<file path="src/rtl/booth_32.sv">
`default_nettype none
// ============================================================================
// Module   : booth_32
// Purpose  : Sequential radix-2 Booth multiplier, 32x32 signed -> 64-bit
//            product, one iteration per clock over 32 iterations.
// Revision : 1.0 - initial release
// ============================================================================
module booth_32 (
    input  logic        clk,
    input  logic        n_rst,
    input  logic [31:0] M,
    input  logic [31:0] Q,
    input  logic        start,
    output logic [63:0] result
);

    typedef enum logic [1:0] {
        IDLE = 2'd0,
        RUN  = 2'd1,
        DONE = 2'd2
    } state_t;

    state_t      r_state;
    state_t      w_next_state;

    logic [32:0] r_a;
    logic [32:0] r_m;
    logic [31:0] r_qr;
    logic        r_q_m1;
    logic [5:0]  r_cnt;
    logic [63:0] r_result;

    logic [32:0] w_sum;

    assign result = r_result;

    always_ff @(posedge clk) begin
        if (!n_rst) begin
            r_state <= IDLE;
        end else begin
            r_state <= w_next_state;
        end
    end

    always_comb begin
        w_next_state = r_state;
        case (r_state)
            IDLE:    if (start) w_next_state = RUN;
            RUN:     if (r_cnt == 6'd1) w_next_state = DONE;
            DONE:    w_next_state = IDLE;
            default: w_next_state = IDLE;
        endcase
    end

    // Booth recoding on {Qr[0], Q_-1}; the 33-bit width keeps A-M exact for M = -2^31
    always_comb begin
        w_sum = r_a;
        case ({r_qr[0], r_q_m1})
            2'b01:   w_sum = r_a + r_m;
            2'b10:   w_sum = r_a - r_m;
            default: w_sum = r_a;
        endcase
    end

    always_ff @(posedge clk) begin
        if (!n_rst) begin
            r_a      <= 33'd0;
            r_m      <= 33'd0;
            r_qr     <= 32'd0;
            r_q_m1   <= 1'b0;
            r_cnt    <= 6'd0;
            r_result <= 64'd0;
        end else begin
            case (r_state)
                IDLE: begin
                    if (start) begin
                        r_a    <= 33'd0;
                        r_m    <= {M[31], M};
                        r_qr   <= Q;
                        r_q_m1 <= 1'b0;
                        r_cnt  <= 6'd32;
                    end
                end
                RUN: begin
                    // Arithmetic right shift of {A, Qr, Q_-1}
                    r_a    <= {w_sum[32], w_sum[32:1]};
                    r_qr   <= {w_sum[0], r_qr[31:1]};
                    r_q_m1 <= r_qr[0];
                    r_cnt  <= r_cnt - 6'd1;
                end
                DONE: begin
                    r_result <= {r_a[31:0], r_qr};
                end
                default: begin
                    r_cnt <= 6'd0;
                end
            endcase
        end
    end

endmodule
`default_nettype wire

</file>
<file path="config.mk">
export PLATFORM = sky130hd
export DESIGN_NAME = booth_32
export DESIGN_NICKNAME = d
export VERILOG_FILES = /design/src/rtl/booth_32.sv
export SDC_FILE = /design/constraint.sdc
export NUM_CORES = 1
export LEC_CHECK = 0
export CORE_ASPECT_RATIO = 0.5
export CORE_UTILIZATION = 30
export CTS_BUF_LIST = sky130_fd_sc_hd__clkbuf_8
export CTS_CLUSTER_DIAMETER = 30
export CTS_CLUSTER_SIZE = 30
export DETAILED_ROUTE_END_ITERATION = 7
export HOLD_SLACK_MARGIN = 0.1
export PLACE_DENSITY = 0.53
export SYNTH_ARGS = -nofsm -noshare
export SYNTH_HDL_FRONTEND = slang
export SYNTH_SLANG_ARGS = --single-unit
</file>
<file path="constraint.sdc">
create_clock -name clk -period 3.8 [get_ports clk]
set_input_delay 1.14 -clock clk [delete_from_list [all_inputs] [get_ports clk]]
set_output_delay 1.14 -clock clk [all_outputs]
set_load 0.05 [all_outputs]
</file>
# [Word-level counts from Yosys, hierarchy flattened]
# Index checks and enable logic that the tools add are counted.
[word_totals] reg_bits=170 inputBits=67 output_inout_bits=64
[op_classes] n_addsub=3 eq_ne=7 muxes=12 bitwise_logic=1 reduce_logical=6
[op_table] op="$pmux W33 S2" count=2
[op_table] op="$pmux W32 S2" count=1
[op_table] op="$add A33 B33 Y33" count=1
[op_table] op="$mux W33" count=1
[op_table] op="$sub A33 B33 Y33" count=1
[op_table] op="$mux W32" count=1
[op_table] op="$pmux W6 S3" count=1
[op_table] op="$reduce_and A2 Y1" count=4
[op_table] op="$eq A6 B1 Y1 const B" count=1
[op_table] op="$mux W6" count=1
[op_table] op="$sub A6 B1 Y6 const B" count=1
[op_table] op="$eq A2 B1 Y1 const B" count=2
[op_table] op="$eq A2 B2 Y1 const B" count=2
[op_table] op="$mux W2" count=2
[op_table] op="$ne A2 B2 Y1 const B" count=2
[op_table] op="$pmux W2 S2" count=1
[op_table] op="$logic_not A2 Y1" count=1
[op_table] op="$pmux W1 S2" count=1
[op_table] op="$reduce_bool A2 Y1" count=1
[op_table] op="$mux W1" count=1
[op_table] op="$not A1 Y1" count=1

# [Logic depth before layout (Yosys ltp)]
[logic_depth] word_depth=3 mapped_depth=17

# [Worst setup path before layout]
# Ideal clock, no wire load.
[synth_timing] path_type="register -> register" start="register r_m[2]" end="register r_a[31]" setup_time_ns=0.072 arrival_time_ns=3.806 required_ns=3.728 setup_slack_ns=-0.077 path_stages_with_launch=18 period_less_slack_ns=3.877 path_cell_list="dfxtp_1 -> or3_1 -> nor3_1 -> nand2b_1 -> nor3_1 -> nand3b_1 -> nor4_1 -> nor2_1 -> xnor2_1 -> ha_1 -> a21o_1 -> a21o_1 -> a21oi_1 -> o21ai_0 -> a21o_1 -> or3_1 -> nand3_2 -> mux2i_1"
[synth_via] elab_chain_cells=3 word_cells_on_any_way=4 classes_between="add/sub: 2; mux: 2"
[synth_lines] item="start, declared" line="27" source="logic [32:0] r_m;"
[synth_lines] item="start signal, assigned" line="78" source="r_m <= {M[31], M};"
[synth_lines] item="$sub A33 B33 Y33 / $add A33 B33 Y33 (equally long branches)" line="60, 59"
[synth_lines] item="$pmux W33 S2 *" line="58" source="case ({r_qr[0], r_q_m1})"
[synth_lines] item="$pmux W33 S2 *" line="74" source="case (r_state)"
[synth_lines] item="end signal, assigned" line="86" source="r_a <= {w_sum[32], w_sum[32:1]};"
[synth_lines] item="end, declared" line="26" source="logic [32:0] r_a;"
# Mark *: on every way between the ends. The rest lies on a longest branch, timed or not.
# A chain may end at the register's enable or synchronous reset.

# [Worst setup path in the final report]
[layout_timing] start="register r_m[4]" end="register r_a[29]"
# Same word-level chain as after synthesis.

==> reports/metrics.csv <==
stage,metric,value,unit
synthesis,syn_area,9310,sq um
sta,drv_slew,0,
floorplanning,die_w,251,microns
critical_path,crit_chain,or3_4 > buf_4 > nor3b_4 > buf_4 > nor2_1 > xnor2_2 > ha_4 > nand2_1 > or3_4 > a2111oi_4 > o211ai_4 > a21oi_4 > o211ai_1 > a21o_1 > a32o_1,
sta,fin_skew,0.0164,ns
critical_path,slowest_delay,0.47,ns
power,finalPower,4640,uW
global_route,antenna_found_initial,1,
sta,fin_setup_tns,0,ns
synthesis,syn_inst,1161,
synthesis,ys_seq_area_share,36.3,%
clock_network,insertion_delay,0.50,ns
synthesis,synth_area_leader_cell,dfxtp_1,
routing,ant_nets,0,
sta,hold_viol_final,0,
synthesis,synth_area_per_cell,8.02,sq um
sta,fmax,266,MHz
synthesis,ys.flop_type,dfxtp_1,
synthesis,synthTopCellsByCount,"nand2_1, dfxtp_1, a21boi_0",
synthesis,async_reset_ff_share,0,%
routing,wl_per_cell,16.3,microns
clock_network,cts_buffers,17,
global_route,track_usage,17.8,%
cells_and_area,fin_nets,1443,
critical_path,path_buf_inv,2,
critical_path,cp_top_family,compound AO/OA/AOI/OAI gates,
cells_and_area,layout-drive-gt1-share,14.6,%
routing,wirelength,28500,microns
critical_path,r2r-start,r_m[4],
synthesis,ys_seq_elements,169,
sta,rsz0062_at_grt,true,
critical_path,crit_path_top_delay_cell,a2111oi_4,
cells_and_area,syn_to_final_growth,32.1,%
placement,io_buffers,130,
power,power_density,378,nW/um^2
floorplanning,num_rows,45,
synthesis,synth_area_leaders,"dfxtp_1, nand2_1, a21boi_0, ha_1, xnor2_1",
floorplanning,die_area,31800,sq um
run_status,status,completed,
floorplanning,start_util,30.6,%
sta,relSlewSlack,42.8,%
flow_run,maxCapViolCount,0,
clock_network,clk_pin_slew,0.10,ns
worst_hold_path,hold_path_class,reg2reg,
power,peakVddDrop,0.160,mV
synthesis,syn-num-nets,1265,
synthesis,yosysTopAreaCellShare,36.3,%
floorplanning,die_y,127,microns
worst_hold_path,worstHoldStart,result[26],
floorplanning,pin_count,131,
routing,num_vias,8785,
routing,drc,0,
power,leakage,0.00487,uW
global_route,grt_remaining_overflow,0,
synthesis,synth_edf_count,0,
critical_path,arrival,4.17,ns
critical_path,crit_type,reg2reg,
critical_path,cp-end-kind,flip-flop,
clock_network,cts_tree,built,
critical_path,path_max_fanout,4,
routing,first_iter_violations,545,
clock_network,clock_path_buffers,2,
sta,setup_viol,0,
synthesis,yosysUniqueCellTypes,67,
critical_path,start_kind,flip-flop,
clock_network,root_buffer,clkbuf_8,
sta,tightestPinTransition,0.857,ns
global_route,grt_pass1_vias,8400,
critical_path,regToRegSetupSlack,0.03,ns
global_route,grt_pass1_wl,44900,microns
synthesis,synthMostInstantiatedCell,nand2_1,
global_route,grt_max_degree,91,
placement,gp_congestion,0.916,
critical_path,crit_start,r_m[4],
placement,dpl.hpwl,20300,microns
sta,period_minus_slack,3.77,ns
synthesis,yosysWarnings,0,
cells_and_area,nFillCells,3056,
routing,via_per_inst,5.01,
clock_network,cts_sinks,169,
clock_network,htree_levels,4,
routing,firstDrtPassIters,5,
critical_path,crit_required,4.20,ns
sta,fin_crit_sh,99.1,%
floorplanning,fp.coreArea,30400,sq um
worst register-to-register path, delay by kind of cell, from the launching register on:
kind	cells	cell delay, ns
XOR/XNOR	1	0.18
adder cells (fa/ha/maj)	1	0.31
flip-flops	1	0.33
buffers and inverters	2	0.31
AND/OR/NAND/NOR	5	1.18
AO/OA/AOI/OAI	6	1.37
final cells by class:
cell class | count | area, sq um | share of cell area, %
multi-input cells | 900 | 5860 | 47.6
flip-flops and latches | 169 | 3380 | 27.5
repair buffers | 231 | 2090 | 17.0
well taps | 399 | 499 | 4.06
clock buffers | 17 | 234 | 1.90
clock inverters | 15 | 148 | 1.20
inverters | 20 | 75.1 | 0.611
diodes | 1 | 2.50 | 0.0204
kinds of logic (layout without fill, tap and decap cells):
family                     after synthesis  after routing  share of synthesized area (%)
and+or+nand+nor                        482            482                           23.4
AOI/OAI and AO/OA                      330            330                           26.1
DFF                                    169            169                           36.3
buffers and inverters                   92            283                           4.30
xor gates and xnor gates                48             48                           4.52
adders and majority gates               37             37                           5.05
muxes                                    3              3                          0.323
other                                    0              1                              0
per-layer routing:
metal	up-vias	wire length (microns)	GRT usage (%)
met5	-	0	0
met4	0	235	3.48
met3	14	1290	4.08
met2	155	12400	27.1
met1	4191	14600	25.6
li1	4425	-	-
final timing paths:
kind           endpoint  depth (start not counted)
max             r_a[29]                         15
min          result[26]                          2
max reg2reg     r_a[29]                         15
min reg2reg  result[26]                          2
metrics by stage:
step | util (%) | worst slack (ns) | cell area [sq um] | instances | hold WS [ns]
finish | 40.4 | 0.0340 | 12300 | 1752 | 0.467
global route | 40.4 | -0.175 | 12300 | 1752 | 0.500
CTS | 39.3 | 0.00573 | 11900 | 1741 | 0.471
detailed placement | 37.9 | -0.202 | 11500 | 1707 | 0.458
global placement | 37.9 | -0.167 | 11500 | 1707 | 0.450
floorplan | - | 0.0202 | 9320 | 1161 | 0.454
flip-flops by register name (all words and copies together), names as in the netlist:
register	cells
result	64
r_a	32
r_m	32
r_qr	32
r_cnt	6
r_state	2
r_q_m1	1
timing repair:
action | CTS | global route
setup endpoints to repair | 7 | 15
buffers inserted | 2 | 11
resized for setup | 9 | 62
hold buffers | 0 | 0
pin swaps | 3 | 46
cell usage in the layout (no fill, tap or decap), types with 9 or more instances in the layout:
cell / Yosys / final
clkdlybuf4s50_1: 0 / 129
o211a_1: 33 / 33
xnor2_1: 41 / 40
and2_1: 10 / 9
or3_1: 12 / 9
nand3_1: 40 / 40
nor2_1: 40 / 36
a22oi_1: 11 / 11
ha_1: 36 / 33
inv_1: 20 / 21
a21oi_1: 51 / 41
a22o_1: 14 / 14
dfxtp_1: 169 / 168
a21o_1: 25 / 25
o21ai_0: 36 / 28
nand2_1: 294 / 293
buf_4: 0 / 97
clkbuf_8: 4 / 17
a21boi_0: 103 / 101
nor2b_1: 20 / 18
nor3_1: 17 / 15
power breakdown:
group	leakage (uW)	switching, uW	internal, uW
combinational	0.00331	735	677
clock	0.000181	767	529
sequential	0.00138	85.5	1850
total	0.00487	1590	3060
(Power assumes the default switching activity.)
